## config.mk

```make
export PLATFORM = sky130hd
export DESIGN_NAME = midi_spi_bridge_flat
export DESIGN_NICKNAME = d
export VERILOG_FILES = /design/src/rtl/midi_spi_bridge_if.sv /design/src/rtl/midi_spi_bridge.sv /design/src/flat_wrapper.sv
export SDC_FILE = /design/constraint.sdc
export NUM_CORES = 1
export LEC_CHECK = 0
export BUFFER_PORTS_ARGS = -buffer_cell sky130_fd_sc_hd__buf_2
export CORE_ASPECT_RATIO = 1.2
export CORE_MARGIN = 5
export CORE_UTILIZATION = 50
export DETAILED_ROUTE_END_ITERATION = 10
export PLACE_DENSITY_LB_ADDON = 0.08
export RECOVER_POWER = 100
export SKIP_CTS_REPAIR_TIMING = 1
export SLEW_MARGIN = 0
export SYNTH_ARGS = -nofsm -noshare
export SYNTH_HDL_FRONTEND = slang
export SYNTH_SLANG_ARGS = --single-unit
```

## constraint.sdc

```tcl
create_clock -name wb_clk_i -period 3.62 [get_ports wb_clk_i]
set_clock_uncertainty 0.15 [all_clocks]
set_input_delay 0.724 -clock wb_clk_i [delete_from_list [all_inputs] [get_ports wb_clk_i]]
set_output_delay 0.724 -clock wb_clk_i [all_outputs]
set_load 0.005 [all_outputs]
```

## src/rtl/midi_spi_bridge_if.sv

```systemverilog
// Board-side pins of the MIDI/SPI bridge: SPI slave port, MIDI input and interrupt.
interface midi_spi_bridge_if;
  logic spi_sck;
  logic spi_ss;
  logic spi_mosi;
  logic spi_miso;
  logic midi_in;
  logic irq;

  modport slave (
    input  spi_sck,
    input  spi_ss,
    input  spi_mosi,
    input  midi_in,
    output spi_miso,
    output irq
  );

  modport master (
    output spi_sck,
    output spi_ss,
    output spi_mosi,
    output midi_in,
    input  spi_miso,
    input  irq
  );
endinterface

```

## src/rtl/midi_spi_bridge.sv

```systemverilog
// MIDI UART receiver with a register bank, read and written by an SPI master
// through a command/data byte bridge on a single-cycle internal bus.
module midi_spi_bridge #(
  parameter int unsigned CLKS_PER_BIT = 8
) (
  input  logic              wb_clk_i,
  input  logic              wb_rst_i,
  midi_spi_bridge_if.slave  bus
);

  localparam int unsigned HALF_BIT = (CLKS_PER_BIT / 2 > 0) ? CLKS_PER_BIT / 2 : 1;
  localparam int unsigned CNT_W    = $clog2(CLKS_PER_BIT + 1);

  localparam logic [7:0] ADDR_RX_DATA = 8'h00;
  localparam logic [7:0] ADDR_STATUS  = 8'h01;
  localparam logic [7:0] ADDR_CTRL    = 8'h02;

  typedef enum logic [1:0] {BR_CMD, BR_CMD_EXEC, BR_DATA, BR_DATA_EXEC} br_state_t;
  typedef enum logic [2:0] {RX_IDLE, RX_START, RX_DATA, RX_STOP, RX_WAIT_HIGH} rx_state_t;

  // ---------------------------------------------------------------- sync
  logic [1:0] sck_sync, ss_sync, mosi_sync, midi_sync;
  logic       sck_d, ss_d, midi_d;
  logic       sck_s, ss_s, mosi_s, midi_s;
  logic       sck_fall, ss_rise, midi_fall;

  // Two-flop synchronizers plus one delay stage for edge detection.
  always_ff @(posedge wb_clk_i) begin
    if (wb_rst_i) begin
      sck_sync  <= 2'b00;
      ss_sync   <= 2'b11;
      mosi_sync <= 2'b00;
      midi_sync <= 2'b11;
      sck_d     <= 1'b0;
      ss_d      <= 1'b1;
      midi_d    <= 1'b1;
    end else begin
      sck_sync  <= {sck_sync[0], bus.spi_sck};
      ss_sync   <= {ss_sync[0], bus.spi_ss};
      mosi_sync <= {mosi_sync[0], bus.spi_mosi};
      midi_sync <= {midi_sync[0], bus.midi_in};
      sck_d     <= sck_sync[1];
      ss_d      <= ss_sync[1];
      midi_d    <= midi_sync[1];
    end
  end

  assign sck_s     = sck_sync[1];
  assign ss_s      = ss_sync[1];
  assign mosi_s    = mosi_sync[1];
  assign midi_s    = midi_sync[1];
  assign sck_fall  = sck_d & ~sck_s;
  assign ss_rise   = ~ss_d & ss_s;
  assign midi_fall = midi_d & ~midi_s;

  // ---------------------------------------------------------------- bus
  logic       bus_stb;
  logic       bus_we;
  logic [7:0] bus_addr;
  logic [7:0] bus_wdata;
  logic [7:0] bus_rdata;

  // ---------------------------------------------------------------- SPI bridge
  br_state_t  br_state, br_state_n;
  logic [2:0] bit_cnt, bit_cnt_n;
  logic [7:0] shift, shift_n;
  logic [7:0] tx, tx_n;
  logic       we_q, we_n;
  logic [7:0] addr_q, addr_n;
  logic [7:0] data_q, data_n;
  logic       miso, miso_n;
  logic       byte_done;
  logic [7:0] byte_val;

  // Bridge state and SPI shift registers.
  always_ff @(posedge wb_clk_i) begin
    if (wb_rst_i) begin
      br_state <= BR_CMD;
      bit_cnt  <= 3'd0;
      shift    <= 8'h00;
      tx       <= 8'h00;
      we_q     <= 1'b0;
      addr_q   <= 8'h00;
      data_q   <= 8'h00;
      miso     <= 1'b0;
    end else begin
      br_state <= br_state_n;
      bit_cnt  <= bit_cnt_n;
      shift    <= shift_n;
      tx       <= tx_n;
      we_q     <= we_n;
      addr_q   <= addr_n;
      data_q   <= data_n;
      miso     <= miso_n;
    end
  end

  // Bit capture, command/data sequencing and bus access; MISO indexes TX by bit count.
  always_comb begin
    br_state_n = br_state;
    bit_cnt_n  = bit_cnt;
    shift_n    = shift;
    tx_n       = tx;
    we_n       = we_q;
    addr_n     = addr_q;
    data_n     = data_q;
    byte_done  = 1'b0;
    byte_val   = {shift[6:0], mosi_s};
    bus_stb    = 1'b0;
    bus_we     = 1'b0;
    bus_addr   = addr_q;
    bus_wdata  = data_q;

    if (sck_fall && !ss_s) begin
      shift_n   = byte_val;
      bit_cnt_n = bit_cnt + 3'd1;
      byte_done = (bit_cnt == 3'd7);
    end else if (ss_rise) begin
      shift_n   = 8'h00;
      bit_cnt_n = 3'd0;
    end

    case (br_state)
      BR_CMD: begin
        if (byte_done) begin
          we_n       = byte_val[7];
          addr_n     = {1'b0, byte_val[6:0]};
          br_state_n = BR_CMD_EXEC;
        end
      end
      BR_CMD_EXEC: begin
        if (!we_q) begin
          bus_stb = 1'b1;
          tx_n    = bus_rdata;
        end else begin
          tx_n    = 8'h00;
        end
        br_state_n = BR_DATA;
      end
      BR_DATA: begin
        if (byte_done) begin
          data_n     = byte_val;
          br_state_n = BR_DATA_EXEC;
        end
      end
      BR_DATA_EXEC: begin
        if (we_q) begin
          bus_stb = 1'b1;
          bus_we  = 1'b1;
        end
        tx_n       = 8'h00;
        br_state_n = BR_CMD;
      end
      default: br_state_n = BR_CMD;
    endcase

    miso_n = tx_n[~bit_cnt_n];
  end

  assign bus.spi_miso = miso;

  // ---------------------------------------------------------------- MIDI receiver
  rx_state_t        rx_state, rx_state_n;
  logic [CNT_W-1:0] rx_cnt, rx_cnt_n;
  logic [2:0]       rx_bit, rx_bit_n;
  logic [7:0]       rx_sh, rx_sh_n;
  logic             rx_done;
  logic             rx_ferr;
  logic             rx_enable;

  // Receiver state, bit timer and data shift register.
  always_ff @(posedge wb_clk_i) begin
    if (wb_rst_i) begin
      rx_state <= RX_IDLE;
      rx_cnt   <= '0;
      rx_bit   <= 3'd0;
      rx_sh    <= 8'h00;
    end else begin
      rx_state <= rx_state_n;
      rx_cnt   <= rx_cnt_n;
      rx_bit   <= rx_bit_n;
      rx_sh    <= rx_sh_n;
    end
  end

  // Start-bit qualification, mid-bit sampling and stop-bit check.
  always_comb begin
    rx_state_n = rx_state;
    rx_cnt_n   = rx_cnt;
    rx_bit_n   = rx_bit;
    rx_sh_n    = rx_sh;
    rx_done    = 1'b0;
    rx_ferr    = 1'b0;

    if (!rx_enable) begin
      rx_state_n = RX_IDLE;
      rx_cnt_n   = '0;
    end else begin
      case (rx_state)
        RX_IDLE: begin
          if (midi_fall) begin
            rx_state_n = RX_START;
            rx_cnt_n   = '0;
          end
        end
        RX_START: begin
          if (rx_cnt == CNT_W'(HALF_BIT - 1)) begin
            rx_cnt_n   = '0;
            rx_bit_n   = 3'd0;
            rx_state_n = midi_s ? RX_IDLE : RX_DATA;
          end else begin
            rx_cnt_n = rx_cnt + CNT_W'(1);
          end
        end
        RX_DATA: begin
          if (rx_cnt == CNT_W'(CLKS_PER_BIT - 1)) begin
            rx_cnt_n = '0;
            rx_sh_n  = {midi_s, rx_sh[7:1]};
            if (rx_bit == 3'd7) rx_state_n = RX_STOP;
            else                rx_bit_n   = rx_bit + 3'd1;
          end else begin
            rx_cnt_n = rx_cnt + CNT_W'(1);
          end
        end
        RX_STOP: begin
          if (rx_cnt == CNT_W'(CLKS_PER_BIT - 1)) begin
            rx_cnt_n = '0;
            if (midi_s) begin
              rx_done    = 1'b1;
              rx_state_n = RX_IDLE;
            end else begin
              rx_ferr    = 1'b1;
              rx_state_n = RX_WAIT_HIGH;
            end
          end else begin
            rx_cnt_n = rx_cnt + CNT_W'(1);
          end
        end
        RX_WAIT_HIGH: begin
          if (midi_s) rx_state_n = RX_IDLE;
        end
        default: rx_state_n = RX_IDLE;
      endcase
    end
  end

  // ---------------------------------------------------------------- register bank
  logic [7:0] rx_data;
  logic       rx_valid, rx_valid_n;
  logic       overrun;
  logic       framing_err;
  logic       irq;
  logic       rd_rx;

  assign rd_rx = bus_stb && !bus_we && (bus_addr == ADDR_RX_DATA);

  // Combinational read mux for the single-cycle bus.
  always_comb begin
    bus_rdata = 8'h00;
    case (bus_addr)
      ADDR_RX_DATA: bus_rdata = rx_data;
      ADDR_STATUS:  bus_rdata = {5'b0, framing_err, overrun, rx_valid};
      ADDR_CTRL:    bus_rdata = {7'b0, rx_enable};
      default:      bus_rdata = 8'h00;
    endcase
  end

  // A completing byte takes priority over a simultaneous RX_DATA read.
  always_comb begin
    rx_valid_n = rx_valid;
    if (rd_rx)   rx_valid_n = 1'b0;
    if (rx_done) rx_valid_n = 1'b1;
  end

  // Register updates from bus writes and receiver events; set beats clear.
  always_ff @(posedge wb_clk_i) begin
    if (wb_rst_i) begin
      rx_data     <= 8'h00;
      rx_valid    <= 1'b0;
      overrun     <= 1'b0;
      framing_err <= 1'b0;
      rx_enable   <= 1'b1;
      irq         <= 1'b0;
    end else begin
      rx_valid <= rx_valid_n;
      irq      <= rx_valid_n;
      if (bus_stb && bus_we && bus_addr == ADDR_STATUS) begin
        if (bus_wdata[1]) overrun     <= 1'b0;
        if (bus_wdata[2]) framing_err <= 1'b0;
      end
      if (bus_stb && bus_we && bus_addr == ADDR_CTRL) rx_enable <= bus_wdata[0];
      if (rx_done) begin
        rx_data <= rx_sh;
        if (rx_valid) overrun <= 1'b1;
      end
      if (rx_ferr) framing_err <= 1'b1;
    end
  end

  assign bus.irq = irq;

endmodule

```

## src/flat_wrapper.sv

```systemverilog
// flat-port wrapper written by rule: the top's interface ports become plain ports
module midi_spi_bridge_flat 
#(
  parameter int unsigned CLKS_PER_BIT = 8
)
  (wb_clk_i, wb_rst_i, bus_spi_sck, bus_spi_ss, bus_spi_mosi, bus_midi_in, bus_spi_miso, bus_irq);
  midi_spi_bridge_if bus_i ();
  input  logic wb_clk_i;
  input  logic wb_rst_i;
  input wire logic [$bits(bus_i.spi_sck)-1:0] bus_spi_sck;
  input wire logic [$bits(bus_i.spi_ss)-1:0] bus_spi_ss;
  input wire logic [$bits(bus_i.spi_mosi)-1:0] bus_spi_mosi;
  input wire logic [$bits(bus_i.midi_in)-1:0] bus_midi_in;
  output wire logic [$bits(bus_i.spi_miso)-1:0] bus_spi_miso;
  output wire logic [$bits(bus_i.irq)-1:0] bus_irq;
  assign bus_i.spi_sck = bus_spi_sck;
  assign bus_i.spi_ss = bus_spi_ss;
  assign bus_i.spi_mosi = bus_spi_mosi;
  assign bus_i.midi_in = bus_midi_in;
  assign bus_spi_miso = bus_i.spi_miso;
  assign bus_irq = bus_i.irq;
  midi_spi_bridge #(.CLKS_PER_BIT(CLKS_PER_BIT)) u_core (.wb_clk_i(wb_clk_i), .wb_rst_i(wb_rst_i), .bus(bus_i));
endmodule
```

==> results by group, run 1 <==
Power
  • Pwr/cell area: ~450 mW/mm²
  • Max rail drop VDD: 0.214 mV
  • Leak: 1.23 nW

Min path
  • Worst Hold Class: reg -> reg

Worst setup path
  • Max incr delay on CP: roughly 0.87 ns
  • CP cell instances: clkbuf_1 -> clkbuf_1 -> a2bb2oi_1 -> a21oi_1
  • CP startpoint kind: input pin
  • WP buf/inv: 2
  • Crit path required time: ~3.7 ns
  • Most frequent cell on the critical path: clkbuf_1
  • CP top delay family: buffers and inverters
  • CP max FO: 31
  • Setup Crit Path Kind: in -> reg
  • Arr. time, crit path: ~2.7 ns
  • Critical path's slowest cell: clkbuf_1
  • Critical path capture point type: flop

Floorplanning
  • Core area: 0.00597 mm²
  • I/O pin cnt: 8
  • Die W: ~81 µm
  • Die area: 0.00776 mm²
  • # rows: 31
  • Die Y-Extent: ~95 µm
  • Starting density of the core: around 50%

Detailed routing
  • Wirelength, routed: 5680 µm
  • DRC Markers: 0
  • First drt pass iteration count: 4
  • Via density: approximately 5.4
  • First-iteration detailed-routing DRC count: roughly 130
  • Final ANT Viol Nets: 0
  • Drt wl/cell: approximately 13 µm
  • Routed via count: approximately 2300

Synth
  • Post-Syn Area: approximately 0.0030 mm²
  • Netlist cell types: 44
  • Compound-Gate Fraction of Synth Area: between 10% and 20%
  • Mapped Cells: roughly 340
  • Simple-gate share of the synthesized area: a little under a quarter
  • Adder-cell share of the synthesized area: 4.11%
  • Syn Area/Cell: around 9.0 µm²
  • Post-synth EDFFs: 0
  • Syn nets: 355
  • Ys flop type: dfxtp_1
  • Mux share of post-synthesis cell area: 8.88%
  • Async S/R FF share, synth: 0%
  • Sequential area share after synthesis: 48.0%
  • Largest family of logic cells by synthesized area: simple AND/OR/NAND/NOR gates
  • XOR/XNOR Fraction of Synth Area: 0%
  • Flops & latches, synth: 73
  • Synth Warn #: 0

Timing
  • Fin crit share: 71.5%
  • RSZ-0062 raised after global routing: false
  • Final number of max-transition violations: 0
  • # setup viols final: 0
  • Fin Setup TNS: 0 ns
  • Relative slew slack: 18.3%
  • Final Hold Viols: 0
  • Crit path time final: roughly 2.6 ns
  • Worst-Margin Slew: ~1.2 ns
  • Fmax: around 390 MHz

Global route
  • Initial antenna violation count: 0
  • Gr usage total: between 15 and 20%
  • Largest net degree at the start of global routing: 32
  • Overflow after GRT: 0
  • Vias in the first global route: ~2200
  • First-pass GRT wire length: 10100 µm

Final layout
  • Area Growth Syn to Fin: 7.60%
  • Nets: approximately 360
  • ANT cells: 0
  • Share of cells above drive strength 1: ~8.4%
  • Fin cells: 429

Placed design
  • HPWL after detailed placement: 4050 µm
  • I/O Buffers: 7
  • Placed insts: between 400 and 500
  • Final GP Congestion: just under 0.8

Clock network
  • CTS tree: built
  • Max clock buf depth: 2
  • CTS buffer count: 9
  • Clock Latency Late Sink: about 0.34 ns
  • H-tree lvl count: 3
  • CTS root buf: clkbuf_8
  • Sink Count: 73
  • Clock transition at path regs: approximately 0.070 ns

Job
  • Max Cap Violations: 0

Run status
  • Status: finished, final reports clean
[worst reg2reg max path, cell delays in order, from the launching register on]
cell and delay, ns:
dfxtp_1 0.37, ha_1 0.21, or3b_1 0.35, a21oi_1 0.17, a311oi_1 0.10, nand2b_1 0.24
or4_1 0.41, a21oi_1 0.14
[path summary, 6_finish.rpt]
| kind | startpoint | to | slack (ns) | depth (start not counted) |
|---|---|---|---|---|
| max | wb_rst_i | u_core.bus.spi_miso | 1.03 | 4 |
| min | u_core.ss_sync[0] | u_core.ss_sync[1] | 0.27 | 1 |
| max reg2reg | u_core.rx_cnt[0] | u_core.rx_state[2] | 1.41 | 7 |
| min reg2reg | u_core.ss_sync[0] | u_core.ss_sync[1] | 0.27 | 1 |
[placed cells by master, fill, tap and decap left out, types with 4 or more instances in the layout]
master     n
a21oi_1   33
a22oi_1    5
buf_2      5
clkbuf_1   6
clkbuf_8  10
clkinv_2   4
dfxtp_1   73
ha_1      10
inv_1      7
mux2i_1   27
nand2_1   39
nand2b_1   9
nand3_1   14
nor2_1    40
nor2b_1   10
o21ai_0    8
or2_2      7
[synth_stat cells (all sizes together), types with 2 or more instances]
cell type | count | share of area (%)
nand2b | 9 | 2.1
a211oi | 3 | 0.90
nor2 | 41 | 5.1
or4 | 3 | 0.74
a32oi | 2 | 0.58
nor2b | 10 | 2.1
or2 | 7 | 1.4
nor3b | 2 | 0.49
o21ai | 8 | 1.3
or3b | 3 | 0.86
ha | 10 | 4.1
nor4b | 2 | 0.58
a22oi | 5 | 1.2
buf | 2 | 0.29
or3 | 3 | 0.62
nand2 | 39 | 4.8
a2bb2oi | 3 | 0.86
dfxtp | 73 | 48
nand3 | 14 | 2.3
inv | 7 | 0.86
mux2i | 27 | 8.9
clkbuf | 15 | 1.8
o311ai | 2 | 0.58
a21oi | 33 | 5.5
and3 | 3 | 0.62
nor3 | 2 | 0.33
[area by class of cell]
cell class / count / area [µm²]
repair buffers: 10 / 43.8
well taps: 82 / 103
clock inverters: 4 / 20.0
multi-input cells: 242 / 1480
fillers: 604 / 2700
flip-flops and latches: 73 / 1460
clock buffers: 11 / 141
inverters: 7 / 26.3
[registers in the layout (all words and copies together), names as in the netlist, 2 cells and up]
register	flops
u_core.midi_sync	2
u_core.mosi_sync	2
u_core.rx_sh	8
u_core.bus_wdata	3
u_core.shift	7
u_core.tx	8
u_core.bit_cnt	3
u_core.ss_sync	2
u_core.rx_state	3
u_core.rx_data	8
u_core.br_state	2
u_core.rx_bit	3
u_core.rx_cnt	4
u_core.addr_q	7
u_core.sck_sync	2
[power breakdown]
group,switching (mW),internal [mW]
Sequential,0.0161,0.817
Clock,0.278,0.259
Combinational,0.0662,0.0429
Total,0.361,1.12
[kinds of logic after synthesis]
family	count (synthesis)
buf+inv	24
fa+ha+maj	10
compound gates	62
flops	73
simple gates	143
mux	27
[metrics by stage]
step / cell area (µm²) / power [mW] / worst slack [ns] / util, % / hold WS, ns
2_1_floorplan: 3040 / 0.942 / 1.62 / - / 0.239
3_3_place_gp: 3140 / 0.966 / 1.53 / 52.6 / 0.249
3_5_place_dp: 3140 / 0.967 / 1.49 / 52.6 / 0.251
4_1_cts: 3300 / 1.52 / 1.48 / 55.3 / 0.273
5_1_grt: 3280 / 1.56 / 0.822 / 54.8 / 0.298
6_report: 3280 / 1.48 / 1.03 / 54.8 / 0.269
[metal layers]
layer	track usage [%]	routed length, µm	share of wire, %	vias up
met5	0	0	0	-
met4	9.58	160	2.8	0
met3	3.97	162	2.9	13
met2	27.7	2670	47	36
met1	20.8	2690	47	1061
li1	-	-	-	1186
No activity file was read; power rests on OpenSTA's default activity.
==> run 2: changes to the inputs <==
Clock period 3.62 ns to 2.3 ns, I/O delays scaled along.
==> run 2 against run 1 <==
Effect of this change: global-route usage down 0.48 points; critical path depth is 3 higher; combinational power rose by 75%; cell area up 2.2%; setup slack worse by 0.85 ns; sequential share of layout area decreased by 0.91 points; utilization increased by 1.2 points; final cell count grew 0.93%; via count decreased by 0.13%; first-iteration DRC count fell by 51%; critical path type is now reg -> reg.
==> results by group, run 2 (synthesis gave the netlist of run 1 again) <==
Run status
  • Status: finished, final reports clean

Clock network
  • Sink Count: 73 (unchanged)
  • CTS buffer count: 9 (unchanged)
  • Clock transition at path regs: 0.07 ns (about the same)
  • H-tree lvl count: 3 (unchanged)
  • CTS root buf: clkbuf_8
  • Clock Latency Late Sink: 0.34 ns (about the same)
  • CTS tree: built
  • Max clock buf depth: 2 (unchanged)

Floorplanning
  • Die area: 0.00776 mm² (unchanged)
  • Die W: 81.2 µm (unchanged)
  • Core area: 0.00597 mm² (unchanged)
  • # rows: 31 (unchanged)
  • I/O pin cnt: 8 (unchanged)
  • Starting density of the core: 51.0% (unchanged)
  • Die Y-Extent: 95.5 µm (unchanged)

Timing
  • Final number of max-transition violations: 0 (unchanged)
  • Fmax: about 470 MHz
  • Fin crit share: roughly 92%
  • RSZ-0062 raised after global routing: false
  • Hold_ws: 0.152 ns (-0.117 ns)
  • Fin Setup TNS: 0 ns (unchanged)
  • Crit path time final: roughly 2.1 ns
  • Relative slew slack: 44.0% (+26 points)
  • Final Hold Viols: 0 (unchanged)
  • # setup viols final: 0 (unchanged)
  • Worst-Margin Slew: 0.841 ns (-0.385 ns)

Detailed routing
  • Via density: 5.30 (-1.1%)
  • Wirelength, routed: 5740 µm (+1.0%)
  • Routed via count: 2293 (-0.13%)
  • First drt pass iteration count: 4 (unchanged)
  • First-iteration detailed-routing DRC count: 66 (-51%)
  • DRC Markers: 0 (unchanged)
  • Drt wl/cell: 13.3 µm (about the same)
  • Final ANT Viol Nets: 0 (unchanged)

Final layout
  • Share of cells above drive strength 1: 10.3% (+1.9 points)
  • Largest registers: u_core.rx_data x8, u_core.rx_sh x8, u_core.tx x8
  • Fin cells: 433 (+0.93%)
  • Nets: 362 (+0.84%)
  • Most frequent cells in the layout: dfxtp_1 (72), nor2_1 (40), nand2_1 (39)
  • Area Growth Syn to Fin: 9.95%
  • ANT cells: 0 (unchanged)
  • Commonest non-fill, non-tap cell in the layout: dfxtp_1

Worst setup path
  • CP startpoint kind: flop
  • Crit path required time: 2.42 ns (-1.28 ns)
  • Setup Crit Path Kind: reg -> reg
  • Critical path capture point type: flop
  • CP top delay family: simple AND/OR/NAND/NOR gates
  • WP buf/inv: 0 (-2)
  • Arr. time, crit path: 2.24 ns (-0.43 ns)
  • Critical path's slowest cell: or4_1
  • CP cell instances: ha_1 -> or3b_1 -> a21oi_2 -> a311oi_1 -> nand2b_4 -> or4_1 -> a21oi_1
  • CP max FO: 5 (-84%)
  • Max incr delay on CP: 0.41 ns (-0.46 ns)

Global route
  • First-pass GRT wire length: 9930 µm (-1.4%)
  • Largest net degree at the start of global routing: 28 (-13%)
  • Initial antenna violation count: 0 (unchanged)
  • Gr usage total: 16.7% (-0.48 points)
  • Vias in the first global route: 2129 (-2.6%)
  • Overflow after GRT: 0 (unchanged)

Power
  • Leak: 1.27 nW (+2.8%)
  • Max rail drop VDD: 0.369 mV (+72%)
  • Pwr/cell area: 739 mW/mm² (+64%)

Placed design
  • HPWL after detailed placement: 3920 µm (-3.2%)
  • Final GP Congestion: 0.729 (-7.2%)
  • Placed insts: 417 (+0.72%)
  • I/O Buffers: 7 (unchanged)

Job
  • Max Cap Violations: 0 (unchanged)

Min path
  • Worst Hold Class: in -> reg
## run 2: cell count changes in the layout (fill, tap and decap cells not counted)
cell,delta
nor4b_1,-1
buf_4,+5
clkinv_2,-2
nand2b_1,-1
a211oi_1,+1
a21oi_2,+1
a211oi_2,-1
nor4b_2,+1
dfxtp_1,-1
nand2b_4,+1
a21oi_1,-1
dfxtp_2,+1
bufinv_16,+1
## run 2: worst reg2reg max path: stages, from the launching register on
cell	delay (ns)
dfxtp_2	0.35
ha_1	0.18
or3b_1	0.37
a21oi_2	0.15
a311oi_1	0.09
nand2b_4	0.20
or4_1	0.41
a21oi_1	0.15
## run 2: final cells by class
class                      count  area, µm²
fill                         597       2630
tap                           82        103
inverter                       7       26.3
clock buffer                  13        149
timing repair buffer          13       73.8
clock inverter                 3       40.0
sequential                    73       1460
multi-input combinational    242       1490
## run 2: stage by stage
stage                     utilization, %  area (µm²)  setup WS (ns)  power, mW
after floorplan                        -        3040          0.298       1.48
after global placement              52.9        3160          0.209       1.53
after detailed placement            52.9        3160          0.168       1.53
after CTS                           56.1        3350          0.157       2.50
after global routing                56.0        3350        0.00379       2.59
final                               56.0        3350          0.183       2.47
## run 2: worst paths after layout
| check | from | depth (start not counted) | slack (ns) | to |
|---|---|---|---|---|
| max | u_core.rx_cnt[0] | 7 | 0.18 | u_core.rx_state[2] |
| min | bus_spi_ss | 2 | 0.15 | u_core.ss_sync[0] |
| max reg2reg | u_core.rx_cnt[0] | 7 | 0.18 | u_core.rx_state[2] |
| min reg2reg | u_core.midi_sync[0] | 1 | 0.26 | u_core.midi_sync[1] |
## run 2: power by group
| group | leakage [nW] | switching (mW) | internal (mW) |
|---|---|---|---|
| sequential | 0.591 | 0.0252 | 1.29 |
| combinational | 0.579 | 0.110 | 0.0810 |
| clock | 0.0974 | 0.443 | 0.529 |
| total | 1.27 | 0.579 | 1.90 |
## run 2: routing by layer
layer | track usage (%) | part of all wire, % | up-vias
met5 | 0 | 0 | -
li1 | - | - | 1194
met3 | 3.69 | 3.8 | 8
met2 | 26.1 | 48 | 27
met1 | 21.6 | 47 | 1064
met4 | 8.03 | 1.3 | 0
